## config.mk

```make
export PLATFORM = sky130hd
export DESIGN_NAME = monitor_contador_flat
export DESIGN_NICKNAME = d
export VERILOG_FILES = /design/src/rtl/contador_pkg.sv /design/src/rtl/monitor_contador_if.sv /design/src/rtl/modelo_contador.sv /design/src/rtl/monitor_contador.sv /design/src/flat_wrapper.sv
export SDC_FILE = /design/constraint.sdc
export NUM_CORES = 1
export LEC_CHECK = 0
export CAP_MARGIN = 30
export CORE_ASPECT_RATIO = 1.75
export CORE_UTILIZATION = 45
export CTS_CLUSTER_DIAMETER = 50
export DETAILED_ROUTE_END_ITERATION = 6
export PLACE_DENSITY = 0.71
export SETUP_SLACK_MARGIN = 0.1
export SLEW_MARGIN = 20
export SYNTH_ARGS = -nofsm -noshare
export SYNTH_HDL_FRONTEND = slang
export SYNTH_SLANG_ARGS = --single-unit
```

## constraint.sdc

```tcl
create_clock -name CLK -period 3.9 [get_ports CLK]
set_input_delay 1.17 -clock CLK [delete_from_list [all_inputs] [get_ports CLK]]
set_output_delay 1.17 -clock CLK [all_outputs]
set_load 0.01 [all_outputs]
```

## src/rtl/contador_pkg.sv

```systemverilog
// rtl/contador_pkg.sv - shared encodings for contador16 and its checkers
package contador_pkg;

    localparam int CONTADOR_WIDTH = 16;

    typedef enum logic [1:0] {
        MODO_UP   = 2'b00,
        MODO_DN   = 2'b01,
        MODO_DN3  = 2'b10,
        MODO_LOAD = 2'b11
    } modo_t;

    typedef enum logic [1:0] {
        IDLE  = 2'b00,
        TRACK = 2'b01,
        FAULT = 2'b10
    } mon_state_t;

endpackage

```

## src/rtl/monitor_contador_if.sv

```systemverilog
// rtl/monitor_contador_if.sv - tap and status bundle between contador16 and its monitor
interface monitor_contador_if #(
    parameter int WIDTH = contador_pkg::CONTADOR_WIDTH,
    parameter int CNT_W = 8
);
    logic             ENB;
    logic [1:0]       MODO;
    logic [WIDTH-1:0] entrada;
    logic [WIDTH-1:0] salida;
    logic             RCO;
    logic             CLR;
    logic             VALID;
    logic             ERR_PULSE;
    logic             ERR;
    logic [CNT_W-1:0] ERR_CNT;
    logic [CNT_W-1:0] WRAP_CNT;
    logic [WIDTH-1:0] EXP_Q;

    modport slave (
        input  ENB, MODO, entrada, salida, RCO, CLR,
        output VALID, ERR_PULSE, ERR, ERR_CNT, WRAP_CNT, EXP_Q
    );

    modport master (
        output ENB, MODO, entrada, salida, RCO, CLR,
        input  VALID, ERR_PULSE, ERR, ERR_CNT, WRAP_CNT, EXP_Q
    );
endinterface

```

## src/rtl/modelo_contador.sv

```systemverilog
// rtl/modelo_contador.sv - combinational golden model of one contador16 step
module modelo_contador
    import contador_pkg::*;
#(
    parameter int WIDTH = CONTADOR_WIDTH
) (
    input  logic             ENB,
    input  modo_t            MODO,
    input  logic [WIDTH-1:0] D,
    input  logic [WIDTH-1:0] Q,
    output logic [WIDTH-1:0] Q_next,
    output logic             RCO_next
);

    always_comb begin
        Q_next   = Q;
        RCO_next = 1'b0;
        if (ENB) begin
            case (MODO)
                MODO_UP: begin
                    Q_next   = Q + 1'b1;
                    RCO_next = &Q;
                end
                MODO_DN: begin
                    Q_next   = Q - 1'b1;
                    RCO_next = (Q == '0);
                end
                MODO_DN3: begin
                    Q_next   = Q - WIDTH'(3);
                    RCO_next = (Q < WIDTH'(3));
                end
                MODO_LOAD: begin
                    Q_next   = D;
                end
                default: begin
                    Q_next   = Q;
                end
            endcase
        end
    end

endmodule

```

## src/rtl/monitor_contador.sv

```systemverilog
// rtl/monitor_contador.sv - predicts contador16 output each cycle and keeps error/wrap statistics
module monitor_contador
    import contador_pkg::*;
#(
    parameter int WIDTH = CONTADOR_WIDTH,
    parameter int CNT_W = 8
) (
    input  logic              CLK,
    input  logic              RESET_L,
    monitor_contador_if.slave bus
);

    logic             r_prev_enb;
    modo_t            r_prev_modo;
    logic [WIDTH-1:0] r_prev_d;
    logic [WIDTH-1:0] r_prev_q;

    logic [WIDTH-1:0] w_exp_q;
    logic             w_exp_rco;
    logic             w_diff;
    logic             w_cmp;
    logic             w_mismatch;
    logic             w_wrap;

    mon_state_t       r_state;
    mon_state_t       w_state_nxt;

    logic             r_err_pulse;
    logic             r_err;
    logic [CNT_W-1:0] r_err_cnt;
    logic [CNT_W-1:0] r_wrap_cnt;
    logic [WIDTH-1:0] r_exp_q;

    modelo_contador #(.WIDTH(WIDTH)) u_modelo (
        .ENB      (r_prev_enb),
        .MODO     (r_prev_modo),
        .D        (r_prev_d),
        .Q        (r_prev_q),
        .Q_next   (w_exp_q),
        .RCO_next (w_exp_rco)
    );

    // Prev registers always follow the real counter, which is what lets FAULT re-sync in one cycle.
    always_ff @(posedge CLK or negedge RESET_L) begin
        if (!RESET_L) begin
            r_prev_enb  <= 1'b0;
            r_prev_modo <= MODO_UP;
            r_prev_d    <= '0;
            r_prev_q    <= '0;
        end else begin
            r_prev_enb  <= bus.ENB;
            r_prev_modo <= modo_t'(bus.MODO);
            r_prev_d    <= bus.entrada;
            r_prev_q    <= bus.salida;
        end
    end

    assign w_diff = (bus.salida != w_exp_q) || (bus.RCO != w_exp_rco);

    always_ff @(posedge CLK or negedge RESET_L) begin
        if (!RESET_L) begin
            r_state <= IDLE;
        end else begin
            r_state <= w_state_nxt;
        end
    end

    always_comb begin
        w_state_nxt = r_state;
        w_cmp       = 1'b0;
        case (r_state)
            IDLE: begin
                if (bus.ENB) begin
                    w_state_nxt = TRACK;
                end
            end
            TRACK: begin
                w_cmp = 1'b1;
                if (w_diff) begin
                    w_state_nxt = FAULT;
                end
            end
            FAULT: begin
                w_state_nxt = TRACK;
            end
            default: begin
                w_state_nxt = IDLE;
            end
        endcase
    end

    assign w_mismatch = w_cmp && w_diff;
    assign w_wrap     = w_cmp && !w_diff && w_exp_rco;

    // CLR wins over same-cycle updates, but the pulse still reports the mismatch.
    always_ff @(posedge CLK or negedge RESET_L) begin
        if (!RESET_L) begin
            r_err_pulse <= 1'b0;
            r_err       <= 1'b0;
            r_err_cnt   <= '0;
            r_wrap_cnt  <= '0;
            r_exp_q     <= '0;
        end else begin
            r_err_pulse <= w_mismatch;
            if (bus.CLR) begin
                r_err      <= 1'b0;
                r_err_cnt  <= '0;
                r_wrap_cnt <= '0;
                r_exp_q    <= '0;
            end else begin
                if (w_mismatch) begin
                    r_err   <= 1'b1;
                    r_exp_q <= w_exp_q;
                    if (r_err_cnt != '1) begin
                        r_err_cnt <= r_err_cnt + 1'b1;
                    end
                end
                if (w_wrap && (r_wrap_cnt != '1)) begin
                    r_wrap_cnt <= r_wrap_cnt + 1'b1;
                end
            end
        end
    end

    assign bus.VALID     = (r_state == TRACK);
    assign bus.ERR_PULSE = r_err_pulse;
    assign bus.ERR       = r_err;
    assign bus.ERR_CNT   = r_err_cnt;
    assign bus.WRAP_CNT  = r_wrap_cnt;
    assign bus.EXP_Q     = r_exp_q;

endmodule

```

## src/flat_wrapper.sv

```systemverilog
// flat-port wrapper written by rule: the top's interface ports become plain ports
module monitor_contador_flat import contador_pkg::*;
#(
    parameter int WIDTH = CONTADOR_WIDTH,
    parameter int CNT_W = 8
)
  (CLK, RESET_L, bus_ENB, bus_MODO, bus_entrada, bus_salida, bus_RCO, bus_CLR, bus_VALID, bus_ERR_PULSE, bus_ERR, bus_ERR_CNT, bus_WRAP_CNT, bus_EXP_Q);
  monitor_contador_if #(.WIDTH(WIDTH), .CNT_W(CNT_W)) bus_i ();
  input  logic CLK;
  input  logic RESET_L;
  input wire logic [$bits(bus_i.ENB)-1:0] bus_ENB;
  input wire logic [$bits(bus_i.MODO)-1:0] bus_MODO;
  input wire logic [$bits(bus_i.entrada)-1:0] bus_entrada;
  input wire logic [$bits(bus_i.salida)-1:0] bus_salida;
  input wire logic [$bits(bus_i.RCO)-1:0] bus_RCO;
  input wire logic [$bits(bus_i.CLR)-1:0] bus_CLR;
  output wire logic [$bits(bus_i.VALID)-1:0] bus_VALID;
  output wire logic [$bits(bus_i.ERR_PULSE)-1:0] bus_ERR_PULSE;
  output wire logic [$bits(bus_i.ERR)-1:0] bus_ERR;
  output wire logic [$bits(bus_i.ERR_CNT)-1:0] bus_ERR_CNT;
  output wire logic [$bits(bus_i.WRAP_CNT)-1:0] bus_WRAP_CNT;
  output wire logic [$bits(bus_i.EXP_Q)-1:0] bus_EXP_Q;
  assign bus_i.ENB = bus_ENB;
  assign bus_i.MODO = bus_MODO;
  assign bus_i.entrada = bus_entrada;
  assign bus_i.salida = bus_salida;
  assign bus_i.RCO = bus_RCO;
  assign bus_i.CLR = bus_CLR;
  assign bus_VALID = bus_i.VALID;
  assign bus_ERR_PULSE = bus_i.ERR_PULSE;
  assign bus_ERR = bus_i.ERR;
  assign bus_ERR_CNT = bus_i.ERR_CNT;
  assign bus_WRAP_CNT = bus_i.WRAP_CNT;
  assign bus_EXP_Q = bus_i.EXP_Q;
  monitor_contador #(.WIDTH(WIDTH), .CNT_W(CNT_W)) u_core (.CLK(CLK), .RESET_L(RESET_L), .bus(bus_i));
endmodule
```

Word-level counts from Yosys, hierarchy flattened
Index checks and enable logic that the tools add are counted.
Widths: inputs -> output; s select.
{ "word_totals": {"mem_count": 0, "word_cells": 59, "latchBits": 0, "romBits": 0, "register_bits": 71, "ramBits": 0, "out_inout_bits": 35} }
{ "op_classes": {"multipliers": 0, "bitwise_logic": 0, "shift": 0, "div_mod_pow": 0, "n_mux": 17, "eq_ne": 11, "order_cmp": 1, "addsub": 5, "n_reduce_logical": 15} }
{ "op_table": {"columns": ["cell", "n"], "rows": [
  ["$pmux 16 s4", 1],
  ["$mux 16", 3],
  ["$mux 8", 5],
  ["$add 16x1->16 const B", 1],
  ["$add 8x1->8 const B", 2],
  ["$logic_not 16->1", 1],
  ["$lt 16x2->1 const B", 1],
  ["$ne 16x16->1", 1],
  ["$ne 8x8->1 const B", 2],
  ["$reduce_and 16->1", 1],
  ["$sub 16x1->16 const B", 1],
  ["$sub 16x2->16 const B", 1],
  ["$eq 2x2->1 const B", 3],
  ["$pmux 2 s3", 1],
  ["$reduce_bool 2->1", 3],
  ["$eq 2x1->1 const B", 2],
  ["$logic_and 1x1->1", 4],
  ["$logic_not 2->1", 2],
  ["$mux 1", 4],
  ["$mux 2", 2],
  ["$reduce_and 2->1", 2],
  ["$pmux 1 s3", 1],
  ["$ne 2x1->1 const B", 1],
  ["$ne 2x2->1 const B", 1],
  ["3 further kinds", 3]
]} }

Logic depth before layout (Yosys ltp)
Gate-level depths: netlist of the first run.
{ "logic_depth": {"word_depth": 11, "ltp_mapped": 16, "depth_no_buf": 13} }

Hierarchy
From an unflattened synthesis of the first run, not the netlist that was laid out.
{ "unflattened": {"hier_cells": 481, "area_unflattened_um2": 4350.4} }
{ "by_module_without_submodules": {"columns": ["mod", "seq_area_each_um2", "area_per_inst_um2", "n_inst", "cells_per_inst"], "rows": [
  ["monitor_contador", 1776.7, 2732.6, 1, 219],
  ["modelo_contador", 0.0, 1617.8, 1, 262]
]} }

Worst setup path before layout of the first run
Ideal clock, no wire load.
{ "synth_timing": {"path_kind": "register to register", "start": "reg u_core.r_prev_modo[1]", "end": "reg u_core.r_wrap_cnt[7] (netlist: u_core.bus.WRAP_CNT[7])", "slack_ns": -0.388, "t_required_ns": 3.775, "path_buffers": 2, "setup_ns": 0.125, "stages_incl_launch_ff": 16, "arrival_time_ns": 4.163, "path_cell_list": "dfrtp_1 -> nor2b_1 -> buf_2 -> buf_1 -> xnor2_1 -> ha_1 -> or3b_2 -> a211oi_1 -> a31oi_1 -> o21ai_0 -> xor2_1 -> or4b_4 -> nor4_4 -> nand3_4 -> or3_1 -> mux2_4"} }
{ "synth_via": {"elab_chain_len": 10, "word_cells_on_any_way": 16, "classes_between": "eq/ne (5); mux (4); reduce/logical (7)"} }
{ "synth_rtl": {"columns": ["item", "line", "text"], "rows": [
  ["start, declared", "monitor_contador.sv:14", "modo_t r_prev_modo;"],
  ["start signal, assigned", "monitor_contador.sv:52", "r_prev_modo <= modo_t'(bus.MODO);"],
  ["$eq 2x2->1, or another cell as far along", "modelo_contador.sv:19", "case (MODO)"],
  ["$pmux 16 s4 or $pmux 1 s3 (tied branches)", "modelo_contador.sv:19", null],
  ["$mux 16 or $mux 1 (tied branches)", "modelo_contador.sv:18", "if (ENB) begin"],
  ["$ne 16x16->1 or $ne 1x1->1 (tied branches)", "monitor_contador.sv:58", "assign w_diff = (bus.salida != w_exp_q) || (bus.RCO != w_exp_rco);"],
  ["$logic_or 1x1->1", "monitor_contador.sv:58", null],
  ["$logic_not 1->1", "monitor_contador.sv:93", "assign w_wrap = w_cmp && !w_diff && w_exp_rco;"],
  ["$logic_and 1x1->1", "monitor_contador.sv:93", null],
  ["$logic_and 1x1->1 *", "monitor_contador.sv:93", null],
  ["$logic_and 1x1->1 *", "monitor_contador.sv:118", "if (w_wrap && (r_wrap_cnt != '1)) begin"],
  ["$reduce_bool 2->1 (no source line) *", null, null],
  ["end signal, assigned", "monitor_contador.sv:119", "r_wrap_cnt <= r_wrap_cnt + 1'b1;"],
  ["end, declared", "monitor_contador.sv:31", "logic [CNT_W-1:0] r_wrap_cnt;"]
]} }
Every way passes the cells marked *; elsewhere a longest branch is shown, timed or not.
A chain may end at the register's enable or synchronous reset.

Worst setup path in the final report of the first run
{ "layout_timing": {"start": "in bus_salida[7]", "end": "reg u_core.r_wrap_cnt[7] (netlist: u_core.bus.WRAP_CNT[7])"} }
{ "layout_via": {"elab_chain_len": 7} }
{ "layout_rtl": {"columns": ["item", "line", "text"], "rows": [
  ["start, declared", "flat_wrapper.sv:14", "input wire logic [$bits(bus_i.salida)-1:0] bus_salida;"],
  ["$ne 16x16->1", "monitor_contador.sv:58", null],
  ["$logic_or 1x1->1", "monitor_contador.sv:58", null],
  ["$logic_not 1->1", "monitor_contador.sv:93", null],
  ["$logic_and 1x1->1 (2 in a row)", "monitor_contador.sv:93", null],
  ["$logic_and 1x1->1", "monitor_contador.sv:118", null],
  ["$reduce_bool 2->1 (no source line)", null, null]
]} }
No other way between the ends.

==> qor.yml, run 1 <==
cts:
  clkTransAtPathRegs_ps: 60
  cts_max_level: 3
  clk_latency_ps: 340
  clockBufferDepth: 2
  cts_sinks: 71
  root_buffer: "clkbuf_16"
  cts_tree: "done"
  cts_inserted_buffers: 9
  holdBufCountCts: 0
final_layout:
  drive_above_1_share: 0.235
  n_antenna_cell: 0
  fin_area_sq_mm: 0.00707
  syn2layout_area_growth_pct: 37.0
  fin_nets: 754
run_status:
  run_status: "complete, no violations"
timing:
  final-max-slew-violation-count: 0
  tns_ps: 0
  slew_headroom: 0.542
  min_period_ps: 3830
  layout_worst_path_cycle_share: 0.982
  finClkSkew_ps: 6.21
  rsz0062_at_grt: "true"
  hold_viol: 0
  setup_viol: 0
  tightest_slew_ps: 681
  layout_setup_ws_ps: 70.4
  holdWs_ps: 455
  fmax_mhz: 261
placement:
  gp_congestion: 0.949
  portBuffers: 73
  placed_area_sq_mm: 0.00639
  dp_hpwl_um: 12500
  place_worst_setup_slack_ps: -227
global_routing:
  grt_pass1_wl_um: 27400
  overflow: 0
  grt_max_degree: 72
  antenna_found_initial: 0
  grt_pass1_vias: 5273
  track_usage: 0.295
logic_synthesis:
  avgSynthCellArea_sq_um: 8.58
  synthArstFlopShare: 1.00
  synth_area_leaders: "dfrtp_1 (34%), nor2_1 (5.1%), mux2i_1 (4.5%)"
  yosys_warnings: 0
  syn_area_sq_mm: 0.00516
  synth_top_area_share: 0.344
  synth_edf_count: 0
  synthesis.nets: 646
  ys_ff_latch: 71
  syn_inst: 602
  yosysTopAreaCell: "dfrtp_1"
  synthFlopType: "dfrtp_1"
  synth_cell_type_count: 85
  yosysSeqAreaShare: 0.344
floorplan:
  coreArea_sq_mm: 0.0112
  io_pins: 74
  dieHeight_um: 144
  die_w_um: 83.0
  rows: 51
  dieArea_sq_mm: 0.0119
  start_util: 0.462
routing:
  via_per_inst: 6.33
  num_vias: 5358
  drt_iter0_drc: 494
  wl_per_cell_um: 20.9
  drc_errors: 0
  wl_um: 17700
  antenna_left: 0
  firstDrtPassIters: 5
power_and_ir_drop:
  powerDensity_mw_per_mm2: 376
  peakVddDrop_uv: 310
  p_leak_nw: 2.89
flow_run:
  drv_cap: 0
worst_setup_path:
  critical_path.slowest_cell: "or4b_4"
  r2r_start: "u_core.r_prev_modo[1]"
  critPathMaxStageDelay_ps: 590
  critPathKind: "in2reg"
  worst-r2r-setup-slack_ps: 80
  required_ps: 4120
  cp-start-kind: "primary input"
  crit_start: "bus_salida[7]"
  critPathMaxFanout: 4
  critPathArrivalTime_ps: 4050
  path_cells: "clkdlybuf4s50_1 -> nand4_1 -> o22ai_1 -> a211oi_2 -> nand3_1 -> or4b_4 -> nor4_4 -> buf_4 -> nand3_4 -> or3_4 -> mux2_4"
  crit_path_end_kind: "flip-flop"
worst_hold_path:
  hp-start: "u_core.r_state[0]"
  hp-class: "reg2reg"
==> per-layer routing <==
| metal | up-vias | global-route usage | wire length (um) |
|---|---|---|---|
| met5 | - | 0 | 0 |
| met4 | 0 | 0.159 | 877 |
| met3 | 63 | 0.0442 | 981 |
| met2 | 247 | 0.527 | 9370 |
| met1 | 2604 | 0.337 | 6510 |
| li1 | 2444 | - | - |
==> power by group <==
group	internal [mW]	total [mW]	switching [mW]	leakage [nW]
clock	0.516	0.859	0.342	0.153
sequential	0.814	0.885	0.0712	0.894
combinational	0.461	0.915	0.454	1.84
total	1.79	2.66	0.867	2.89
==> final timing paths <==
kind                                     endpoint  depth (start not counted)
max                        u_core.bus.WRAP_CNT[7]                         11
min                             u_core.r_state[0]                          1
max reg2reg                u_core.bus.WRAP_CNT[7]                         13
min reg2reg                     u_core.r_state[0]                          1
max in group asynchronous      u_core.r_prev_q[2]                          2
min in group asynchronous      u_core.r_prev_q[9]                          1
==> through the flow <==
step / instances / power [mW] / utilization
6_report: 847 / 2.66 / 0.634
5_1_grt: 847 / 2.77 / 0.634
4_1_cts: 839 / 2.53 / 0.604
3_5_place_dp: 822 / 1.65 / 0.572
3_3_place_gp: 822 / 1.63 / 0.572
2_1_floorplan: 602 / 1.31 / -
==> critical path: cells and delay by family <==
family	cells	cell delay [ps]
AO/OA/AOI/OAI	2	360
multiplexers	1	300
buffers and inverters	2	640
AND/OR/NAND/NOR	6	1580
==> logic make-up after synthesis <==
logic type                 synth area share
and+or+nand+nor                       0.281
AOI/OAI and AO/OA                     0.207
DFF                                   0.344
buffers and inverters                0.0565
muxes                                0.0720
xor gates and xnor gates             0.0271
adders and majority gates            0.0121
==> cells in the mapped netlist (all sizes together) (4+ instances only) <==
cell type,n
or4,5
buf,21
a21oi,23
a31oi,5
nand2b,11
nor4,14
nor3,18
nor2b,14
a31o,4
mux2i,24
o22ai,8
clkbuf,27
and2,8
nand2,41
xnor2,9
or3,10
inv,20
or2,4
ha,5
o21a,4
and3,6
o211ai,6
a311oi,7
dfrtp,71
mux2,11
o221ai,4
a211o,5
o21ai,33
o2111ai,4
a211oi,7
nand3,21
nor2,70
xor2,7
nand4,17
==> timing repair <==
item                       CTS  global route
buffers inserted             1             6
setup endpoints to repair   31            31
gates cloned                 0             2
resized for setup            8            51
pin swaps                    4            14
==> sequential cells by signal (all words and copies together), names as in the netlist <==
| signal | count |
|---|---|
| u_core.r_prev_q | 16 |
| u_core.bus.WRAP_CNT | 8 |
| u_core.bus.ERR_CNT | 8 |
| u_core.r_prev_d | 16 |
| u_core.r_prev_enb | 1 |
| u_core.r_state | 2 |
| u_core.bus.ERR | 1 |
| u_core.bus.EXP_Q | 16 |
| u_core.r_prev_modo | 2 |
| u_core.bus.ERR_PULSE | 1 |
==> area by class of cell <==
class                           instances  area (sq um)
Timing Repair Buffer                  145          1370
Tap cell                              132           165
Multi-Input combinational cell        462          3370
Clock buffer                           10           239
Fill cell                             922          4090
Clock inverter                          6          66.3
Sequential cell                        71          1780
Inverter                               21          78.8
==> placed cells by master, fill, tap and decap left out, types with 6 or more instances in the layout <==
cell / instances
a211oi_2: 6
a21oi_1: 21
and2_1: 7
and3_1: 6
buf_4: 64
clkbuf_16: 11
clkdlybuf4s50_1: 72
dfrtp_1: 65
dfrtp_2: 6
inv_1: 20
mux2_4: 6
mux2i_1: 22
nand2_1: 41
nand2b_1: 11
nand3_1: 20
nand4_1: 17
nor2_1: 65
nor2b_1: 13
nor3_1: 12
nor4_1: 10
o211ai_1: 6
o21ai_0: 29
o22ai_1: 7
or3_1: 9
xnor2_1: 7
xor2_1: 7
No activity file was read; power rests on OpenSTA's default activity.
==> inputs of run 2 (changes only) <==
CELL_PAD_IN_SITES_DETAIL_PLACEMENT = 1   (was unset)
CELL_PAD_IN_SITES_GLOBAL_PLACEMENT = 1   (was unset)
CORE_UTILIZATION = 38   (was 45)
PLACE_DENSITY = unset   (was 0.71)
PLACE_DENSITY_LB_ADDON = 0.1   (was unset)
==> run 2 against run 1 <==
Compared with the run above:
- utilization fell by 8.2 points
- clock power grew 8.0%
- first-iteration DRC count is 57% lower
- critical endpoint is now u_core.bus.ERR_CNT[2]
- highest routed layer unchanged
==> qor.yml, run 2 (synthesized netlist as in run 1, its figures left out) <==
power_and_ir_drop:
  peakVddDrop_uv: 242
  powerDensity_mw_per_mm2: 385
  p_leak_nw: 3.01
final_layout:
  multi_input_area_sq_mm: 0.00341
  syn2layout_area_growth_pct: 42.2
  n_antenna_cell: 0
  drive_above_1_share: 0.254
  mostFrequentLayoutCells: "buf_4 (77), clkdlybuf4s50_1 (71), dfrtp_1 (68), nor2_1 (67), nand2_1 (41)"
  final_common_cell: "buf_4"
  fin_nets: 771
  fill_cells: 1532
  seq_area_sq_mm: 0.00178
global_routing:
  track_usage: 0.290
  grt_pass1_wl_um: 31400
  antenna_found_initial: 0
  grt_max_degree: 72
  overflow: 0
  grt_pass1_vias: 5764
flow_run:
  drv_cap: 0
worst_setup_path:
  rr_endpoint: "u_core.bus.ERR_CNT[2]"
  r2r_start: "u_core.r_prev_modo[1]"
  cp-start-kind: "flip-flop"
  critPathMaxFanout: 7
  critPathKind: "reg2reg"
  crit_path_end_kind: "flip-flop"
  critPathArrivalTime_ps: 4010
  required_ps: 4130
  r2r_cells: 17
  crit_end: "u_core.bus.ERR_CNT[2]"
  worst-r2r-setup-slack_ps: 120
  crit_start: "u_core.r_prev_modo[1]"
cts:
  cts_sinks: 71
  cts_max_level: 3
  root_buffer: "clkbuf_16"
  clk_latency_ps: 350
  cts_inserted_buffers: 9
  clkTransAtPathRegs_ps: 70
  holdBufCountCts: 0
  clockBufferDepth: 2
  cts_tree: "done"
timing:
  holdWs_ps: 491
  min_period_ps: 3780
  layout_worst_path_cycle_share: 0.970
  final-max-slew-violation-count: 0
  layout_setup_ws_ps: 117
  rsz0062_at_grt: "true"
  tightest_slew_ps: 763
  fmax_mhz: 264
  finClkSkew_ps: 8.43
  hold_viol: 0
  setup_viol: 0
  slew_headroom: 0.486
floorplan:
  dieHeight_um: 156
  die_w_um: 90.1
  rows: 56
  start_util: 0.388
  dieArea_sq_mm: 0.0141
  coreArea_sq_mm: 0.0133
  io_pins: 74
routing:
  drt_iter0_drc: 211
  wl_um: 20800
  firstDrtPassIters: 4
  num_vias: 5403
  wl_per_cell_um: 23.0
  antenna_left: 0
  drc_errors: 0
  via_per_inst: 5.96
placement:
  gp_congestion: 0.878
  portBuffers: 73
  place_worst_setup_slack_ps: -443
  dp_hpwl_um: 14900
run_status:
  run_status: "complete, no violations"
worst_hold_path:
  hp-class: "reg2reg"
-- run 2: layout make-up --
cell class / instances / area share
inverters: 21 / 0.0107
clock inverters: 6 / 0.0128
clock buffers: 10 / 0.0312
repair buffers: 162 / 0.209
flip-flops and latches: 71 / 0.243
well taps: 174 / 0.0297
multi-input cells: 462 / 0.464
-- run 2: per-layer routing --
layer | up-vias | wire length (um) | track usage
met4 | 0 | 1320 | 0.183
li1 | 2478 | - | -
met3 | 67 | 738 | 0.0341
met2 | 161 | 11100 | 0.543
met5 | - | 0 | 0
met1 | 2697 | 7640 | 0.305
-- run 2: worst min path at each step --
stage	to	slack, ps	depth (start not counted)	from
2_1_floorplan	u_core.r_state[0]	420	1	u_core.r_state[0]
3_3_place_gp	u_core.r_state[0]	440	1	u_core.r_state[0]
3_5_place_dp	u_core.r_state[0]	470	1	u_core.r_state[0]
4_1_cts	u_core.r_state[0]	480	1	u_core.r_state[0]
5_1_grt	u_core.r_state[0]	510	1	u_core.r_state[0]
6_report	u_core.r_state[0]	490	1	u_core.r_state[0]
-- run 2: what timing repair did --
| item | in CTS | in global routing |
|---|---|---|
| pin swaps | 11 | 18 |
| gates cloned | 0 | 2 |
| resized for setup | 25 | 43 |
| setup endpoints to repair | 30 | 33 |
| setup buffers | 6 | 8 |
-- run 2: worst max-delay path, stage by stage (launching register included) --
cell and delay, ps:
dfrtp_1 410, nor2b_4 190, xnor2_4 90, ha_4 180
or3_1 350, a211o_1 280, o211ai_1 200, mux2_4 350
a211oi_2 190, buf_4 150, o41ai_4 70, nor4_4 230
buf_4 180, buf_12 110, a21oi_4 50, buf_12 150
and2_2 210, a31o_2 250
-- run 2: through the flow --
step,std cells,total power [mW],utilization,TNS [ps],cell area [sq um]
6_report,906,2.82,0.551,0,7340
4_1_cts,896,2.65,0.526,0,7000
3_3_place_gp,874,1.66,0.490,-4700,6520
3_5_place_dp,874,1.68,0.490,-6860,6520
5_1_grt,906,2.93,0.551,-178,7340
2_1_floorplan,602,1.31,-,-25.8,5230
-- run 2: power breakdown --
group | total, mW | internal (mW) | switching, mW
logic | 1.01 | 0.515 | 0.491
clock network | 0.928 | 0.565 | 0.363
registers | 0.890 | 0.814 | 0.0768
total | 2.82 | 1.89 | 0.930
==> inputs of run 3 (changes only) <==
CTS_CLUSTER_SIZE = 14   (was unset)
==> results of run 3 <==
Final layout, timing and power as in run 2 (identical DEF).
